File: src/rtl/flash_arb_pkg.sv
// Shared types and defaults for the flash bus arbiter.
// Build option: FLASH_ARB_WDOG_EN enables the user-tenure watchdog.
package flash_arb_pkg;

  typedef enum logic [2:0] {
    IDLE     = 3'd0,
    PFL_OWN  = 3'd1,
    USR_OWN  = 3'd2,
    TURN     = 3'd3,
    USR_LOCK = 3'd4
  } arb_state_t;

  typedef enum logic {
    PFL = 1'b0,
    USR = 1'b1
  } owner_t;

  localparam int          TURN_CYC_DEF = 4;
  localparam logic [23:0] HOLD_MAX_DEF = 24'hFFFFFF;

endpackage

File: src/rtl/flash_arb_wdog.sv
// User-tenure hold counter with a one-cycle expiry strobe.
// Only instantiated when FLASH_ARB_WDOG_EN is defined.
module flash_arb_wdog
  import flash_arb_pkg::*;
#(
  parameter logic [23:0] HOLD_MAX = HOLD_MAX_DEF
) (
  input  logic clk,
  input  logic rst_n,
  input  logic i_run,
  output logic o_expire
);

  logic [23:0] r_cnt;

  always_ff @(posedge clk or negedge rst_n) begin
    if (!rst_n) begin
      r_cnt <= '0;
    end else if (i_run) begin
      r_cnt <= r_cnt + 24'd1;
    end else begin
      r_cnt <= '0;
    end
  end

  // r_cnt holds (tenure cycle - 1), so this fires on the last allowed cycle
  assign o_expire = i_run && (r_cnt == HOLD_MAX - 24'd1);

endmodule

File: src/rtl/flash_bus_arbiter.sv
// Two-master flash bus arbiter (PFL vs user controller) with turnaround.
// Build option: FLASH_ARB_WDOG_EN limits user tenure to HOLD_MAX cycles.
module flash_bus_arbiter
  import flash_arb_pkg::*;
#(
  parameter int          TURN_CYC = TURN_CYC_DEF,
  parameter logic [23:0] HOLD_MAX = HOLD_MAX_DEF
) (
  input  logic       clkin_max_100,
  input  logic       sys_resetn,
  input  logic       pfl_req,
  input  logic       usr_req,
  output logic       pfl_gnt,
  output logic       usr_gnt,
  output logic       bus_sel,
  output logic       bus_hiz,
  output logic       wdog_err,
  output logic [2:0] arb_state
);

  arb_state_t r_state;
  owner_t     r_last;
  logic       r_fresh;
  logic       r_lock;
  logic [3:0] r_turn_cnt;
  logic       r_pfl_gnt;
  logic       r_usr_gnt;
  logic       r_bus_sel;
  logic       r_bus_hiz;
  logic       r_wdog_err;
  logic       w_expire;
  logic       w_pfl_wins;
  logic       w_locked;

`ifdef FLASH_ARB_WDOG_EN
  flash_arb_wdog #(
    .HOLD_MAX (HOLD_MAX)
  ) u_wdog (
    .clk      (clkin_max_100),
    .rst_n    (sys_resetn),
    .i_run    (r_state == USR_OWN),
    .o_expire (w_expire)
  );
`else
  // HOLD_MAX only matters to the watchdog build
  assign w_expire = 1'b0 && (HOLD_MAX != 24'd0);
`endif

  // On a tie the previous owner yields; the very first tie goes to PFL
  assign w_pfl_wins = r_fresh || (r_last == USR);
  assign w_locked   = (r_state == USR_LOCK);

  always_ff @(posedge clkin_max_100 or negedge sys_resetn) begin
    if (!sys_resetn) begin
      r_state    <= IDLE;
      r_last     <= PFL;
      r_fresh    <= 1'b1;
      r_lock     <= 1'b0;
      r_turn_cnt <= '0;
      r_pfl_gnt  <= 1'b0;
      r_usr_gnt  <= 1'b0;
      r_bus_sel  <= 1'b1;
      r_bus_hiz  <= 1'b1;
      r_wdog_err <= 1'b0;
    end else begin
      r_wdog_err <= 1'b0;
      case (r_state)
        IDLE, USR_LOCK: begin
          if (w_locked && !usr_req) begin
            r_lock <= 1'b0;
          end
          if (pfl_req &&
              (w_locked || !usr_req || w_pfl_wins)) begin
            r_state   <= PFL_OWN;
            r_pfl_gnt <= 1'b1;
            r_bus_sel <= 1'b1;
            r_bus_hiz <= 1'b0;
            r_last    <= PFL;
            r_fresh   <= 1'b0;
          end else if (usr_req && !w_locked) begin
            r_state   <= USR_OWN;
            r_usr_gnt <= 1'b1;
            r_bus_sel <= 1'b0;
            r_bus_hiz <= 1'b0;
            r_last    <= USR;
            r_fresh   <= 1'b0;
          end else if (w_locked && !usr_req) begin
            r_state <= IDLE;
          end
        end
        PFL_OWN: begin
          if (!pfl_req) begin
            r_state    <= TURN;
            r_pfl_gnt  <= 1'b0;
            r_bus_hiz  <= 1'b1;
            r_turn_cnt <= 4'(TURN_CYC - 1);
          end
        end
        USR_OWN: begin
          if (!usr_req || w_expire) begin
            r_state    <= TURN;
            r_usr_gnt  <= 1'b0;
            r_bus_hiz  <= 1'b1;
            r_turn_cnt <= 4'(TURN_CYC - 1);
            r_wdog_err <= usr_req;
            r_lock     <= usr_req;
          end
        end
        TURN: begin
          if (r_turn_cnt == 4'd0) begin
            r_state <= r_lock ? USR_LOCK : IDLE;
          end else begin
            r_turn_cnt <= r_turn_cnt - 4'd1;
          end
        end
        default: begin
          r_state   <= IDLE;
          r_pfl_gnt <= 1'b0;
          r_usr_gnt <= 1'b0;
          r_bus_hiz <= 1'b1;
        end
      endcase
    end
  end

  assign pfl_gnt   = r_pfl_gnt;
  assign usr_gnt   = r_usr_gnt;
  assign bus_sel   = r_bus_sel;
  assign bus_hiz   = r_bus_hiz;
  assign wdog_err  = r_wdog_err;
  assign arb_state = r_state;

endmodule

File: config.mk
export PLATFORM = sky130hd
export DESIGN_NAME = flash_bus_arbiter
export DESIGN_NICKNAME = d
export VERILOG_FILES = /design/src/rtl/flash_arb_pkg.sv /design/src/rtl/flash_arb_wdog.sv /design/src/rtl/flash_bus_arbiter.sv
export SDC_FILE = /design/constraint.sdc
export NUM_CORES = 1
export LEC_CHECK = 0
export ABC_AREA = 0
export BUFFER_PORTS_ARGS = -buffer_cell sky130_fd_sc_hd__buf_2
export CORE_ASPECT_RATIO = 0.9
export CORE_UTILIZATION = 45
export CTS_CLUSTER_DIAMETER = 150
export DETAILED_ROUTE_END_ITERATION = 7
export PLACE_DENSITY = 0.69
export SETUP_SLACK_MARGIN = 0.5
export SLEW_MARGIN = 20
export SYNTH_ARGS = -nofsm -noshare
export SYNTH_HDL_FRONTEND = slang
export SYNTH_SLANG_ARGS = --single-unit
export TNS_END_PERCENT = 5
File: constraint.sdc
create_clock -name clkin_max_100 -period 1.6 [get_ports clkin_max_100]
set_input_delay 0.16 -clock clkin_max_100 [delete_from_list [all_inputs] [get_ports clkin_max_100]]
set_output_delay 0.16 -clock clkin_max_100 [all_outputs]
set_load 0.005 [all_outputs]
==> results.txt <==
The later pin in the worst-skew pair is clocked with a latency of 280 ps. The number of buffers created by CTS came out at 3. The DRC marker count from the first detailed-route iteration is 9.

The wire length per cell after detailed routing came out at 14.1 um. The routed metal-1 wire length is 702 um. The post-layout worst setup margin is -71.3 ps. In this run, synthesis inferred 0 flip-flops with an integrated enable.

The estimated wirelength of the detail-placed design came out at 1.11 mm. In this run the critical register-to-register path is launched from r_turn_cnt[0]. The critical path is of the reg2reg type. The first-pass GRT wire length is 2.49 mm. The total routing resource utilization after global routing came out at 20.4%.

The clock passes through at most 2 buffers. The number of nets in the layout came out at 104. The number of search-and-repair iterations in the first detailed-routing pass is 4. The number of distinct library cell variants in the gate-level netlist after synthesis is 34. The register area share after synthesis came out at 42.4%.

The count of maximum capacitance violations came out at 0. The count of nets left with antenna violations once routing finished came out at 0. After detailed routing, the met2 layer carries 775 um of wire. The post-placement cell count came out at 103. The repair_antennas step left the layout with diodes totalling 0. Leaving out fill and tap cells, the most frequent cell in the layout is buf_4. The run finished, with violations left. Entering global routing, the biggest net connects 13 pins. The number of antenna violations at the first check in global routing was 0.

The total via count after detailed routing came out at 603. In this run the worst hold path is classified as in2reg. The maximum net fanout on the critical path is 3. In the synthesized netlist the dominant register cell turns out to be dfrtp_1. The async set-reset flop share out of synthesis is 100%.

Setup repair after global routing could not meet its margin everywhere. Using the TritonRoute via totals, the vias-per-cell ratio works out to 5.53. Dividing the synthesized area by the synthesized cell count gives 9.96 um^2.

The post-layout instance count excluding filler cells is 109. The initial utilization of the core area, before any placement, comes to 49.0%. For flop-to-flop paths, the worst setup slack is -70 ps.

For this design the static power due to leakage is 0.000454 uW. Derived from the worst setup path, the maximum achievable clock frequency is 598 MHz. Clock-pin slew was measured on the worst setup and hold paths at 80 ps. The final count of pins violating max slew came out at 0. The placeable core area is 0.00146 mm^2.

Total power for the finished layout comes to 1890 uW. The H-tree depth is 1. The die is 39.9 um tall. The number of global-route vias before repair came out at 589. The endpoint of the worst register-to-register path is arb_state[1]. The area growth from synthesis to layout is 31.9%. The kind of end point of the critical path is a register. The endpoint of the worst hold-timing path is r_last. The number of synthesis warnings came out at 0. The startpoint identified for the worst hold timing path is pfl_req. The horizontal die dimension is 44.1 um. The number of hold violations in the final report is 0. Summing every instance area after synthesis gives 717 um^2. The global placer's final weighted congestion came out at 0.750. The I/O pin total is 12. The global-route congestion overflow total is 0. The initialized floorplan defines 13 standard-cell rows. The minimum period implied by the final worst setup slack came out at 1670 ps.

The final critical-path share of the clock period came out at 104%. The worst ir drop on vdd came out at 1.13 mV. The final reports fail on negative setup slack. In the detailed route, the total length drawn on met3 is 43 um. STA classifies the critical path startpoint as a register.

The clock root buffer is clkbuf_4. The clock arrives with 2.52 ps of skew. The die covers 0.00176 mm^2. The hold-critical path depth is 2.

The required arrival time at the worst endpoint came out at 1770 ps. The total of endpoints with negative setup slack in the final report is 4. The power density relative to cell area is 2000 mW/mm^2.

The clock net in this run drives a total of 12 sinks. The fraction of final layout cells with drive strength greater than 1 is 46.8%. The number of register bits inferred by synthesis came out at 12.

The final wirelength is 1.54 mm. The library cells used most frequently in the layout, excluding fill and tap cells, are buf_4 (12), buf_2 (9), dfrtp_1 (8). The worst reg2reg path depth is 5. TritonCTS built the clock tree. The number of buffers added on ports is 9. In the routed design, unresolved DRC markers number 0. Synthesis handed over a netlist of 72 instances. In this run the top signal layer used is met4. At the worst endpoint, the arrival time is 1840 ps.
==> how the worst max path moves through the flow <==
stage                        from       endpoint  slack, ps
finish              r_turn_cnt[0]   arb_state[1]        -70
global route        r_turn_cnt[1]   arb_state[0]       -130
CTS                 r_turn_cnt[0]   arb_state[1]        -70
detailed placement  r_turn_cnt[0]   arb_state[1]        -70
global placement     arb_state[1]  r_turn_cnt[1]        -40
floorplan           r_turn_cnt[0]   arb_state[0]        -30
==> Yosys cell counts, types with 2 or more instances <==
library cell,instances,area (um^2)
dfrtp_1,9,225
nand2_1,7,26.3
inv_1,6,22.5
o21ai_0,6,30.0
ha_1,5,62.6
a22o_1,3,26.3
dfstp_2,3,78.8
a211o_1,2,17.5
a21oi_1,2,10.0
a221o_1,2,20.0
buf_2,2,10.0
buf_4,2,15.0
o32a_1,2,20.0
==> report_power, final <==
part           leakage [uW]  total (uW)  switching (uW)  internal [uW]
clock network     0.0000210         245             106            138
logic              0.000295        1150             522            625
registers          0.000139         500            72.1            428
total              0.000454        1890             700           1190
==> layout make-up <==
type                            instances  area, um^2
Fill cell                             126         518
Clock buffer                            4        36.3
Inverter                                6        22.5
Timing Repair Buffer                   22         145
Multi-Input combinational cell         50         418
Tap cell                               15        18.8
Sequential cell                        12         305
==> cells by family after synthesis <==
kind of cell | synth area share (%)
buffers and inverters | 7.15
adders and majority gates | 8.73
and+or+nand+nor | 13.3
DFF | 42.4
other | 0.523
AOI/OAI and AO/OA | 26.4
muxes | 1.57
==> stage by stage <==
stage / setup WS (ps) / TNS, ps / util, % / area, um^2 / hold WS (ps)
after floorplan: -28.0 / -55.9 / - / 723 / -136
after global placement: -36.4 / -100 / 57.4 / 841 / 50.4
after detailed placement: -70.1 / -234 / 57.4 / 841 / 51.4
after CTS: -71.6 / -225 / 61.0 / 893 / 162
after global routing: -128 / -444 / 64.6 / 946 / 173
final: -71.3 / -181 / 64.6 / 946 / 162
==> worst max-delay path, stage by stage, from the launching register on <==
cell and delay (ps):
dfrtp_1 380, inv_1 60, ha_2 180, or3b_4 380, a221o_1 350, a22o_1 220
==> state kept, by name, indices dropped and copies added (netlist names) <==
register    count
arb_state       2
r_last          1
r_turn_cnt      4
bus_sel         1
usr_gnt         1
pfl_gnt         1
r_fresh         1
bus_hiz         1
==> timing repair <==
action                                  CTS  global route
setup buffers                             0             1
hold endpoints to repair                  9             0
hold buffers                              1             0
gates resized for setup                   2            14
endpoints found under the setup margin   13            13
pin swaps                                 1             5
==> per-layer routing <==
metal | vias to the layer above | global-route usage, %
met3 | 4 | 4.15
met4 | 0 | 9.09
li1 | 305 | -
met5 | - | 0
met1 | 284 | 24.4
met2 | 10 | 35.3
(Power assumes the default switching activity.)
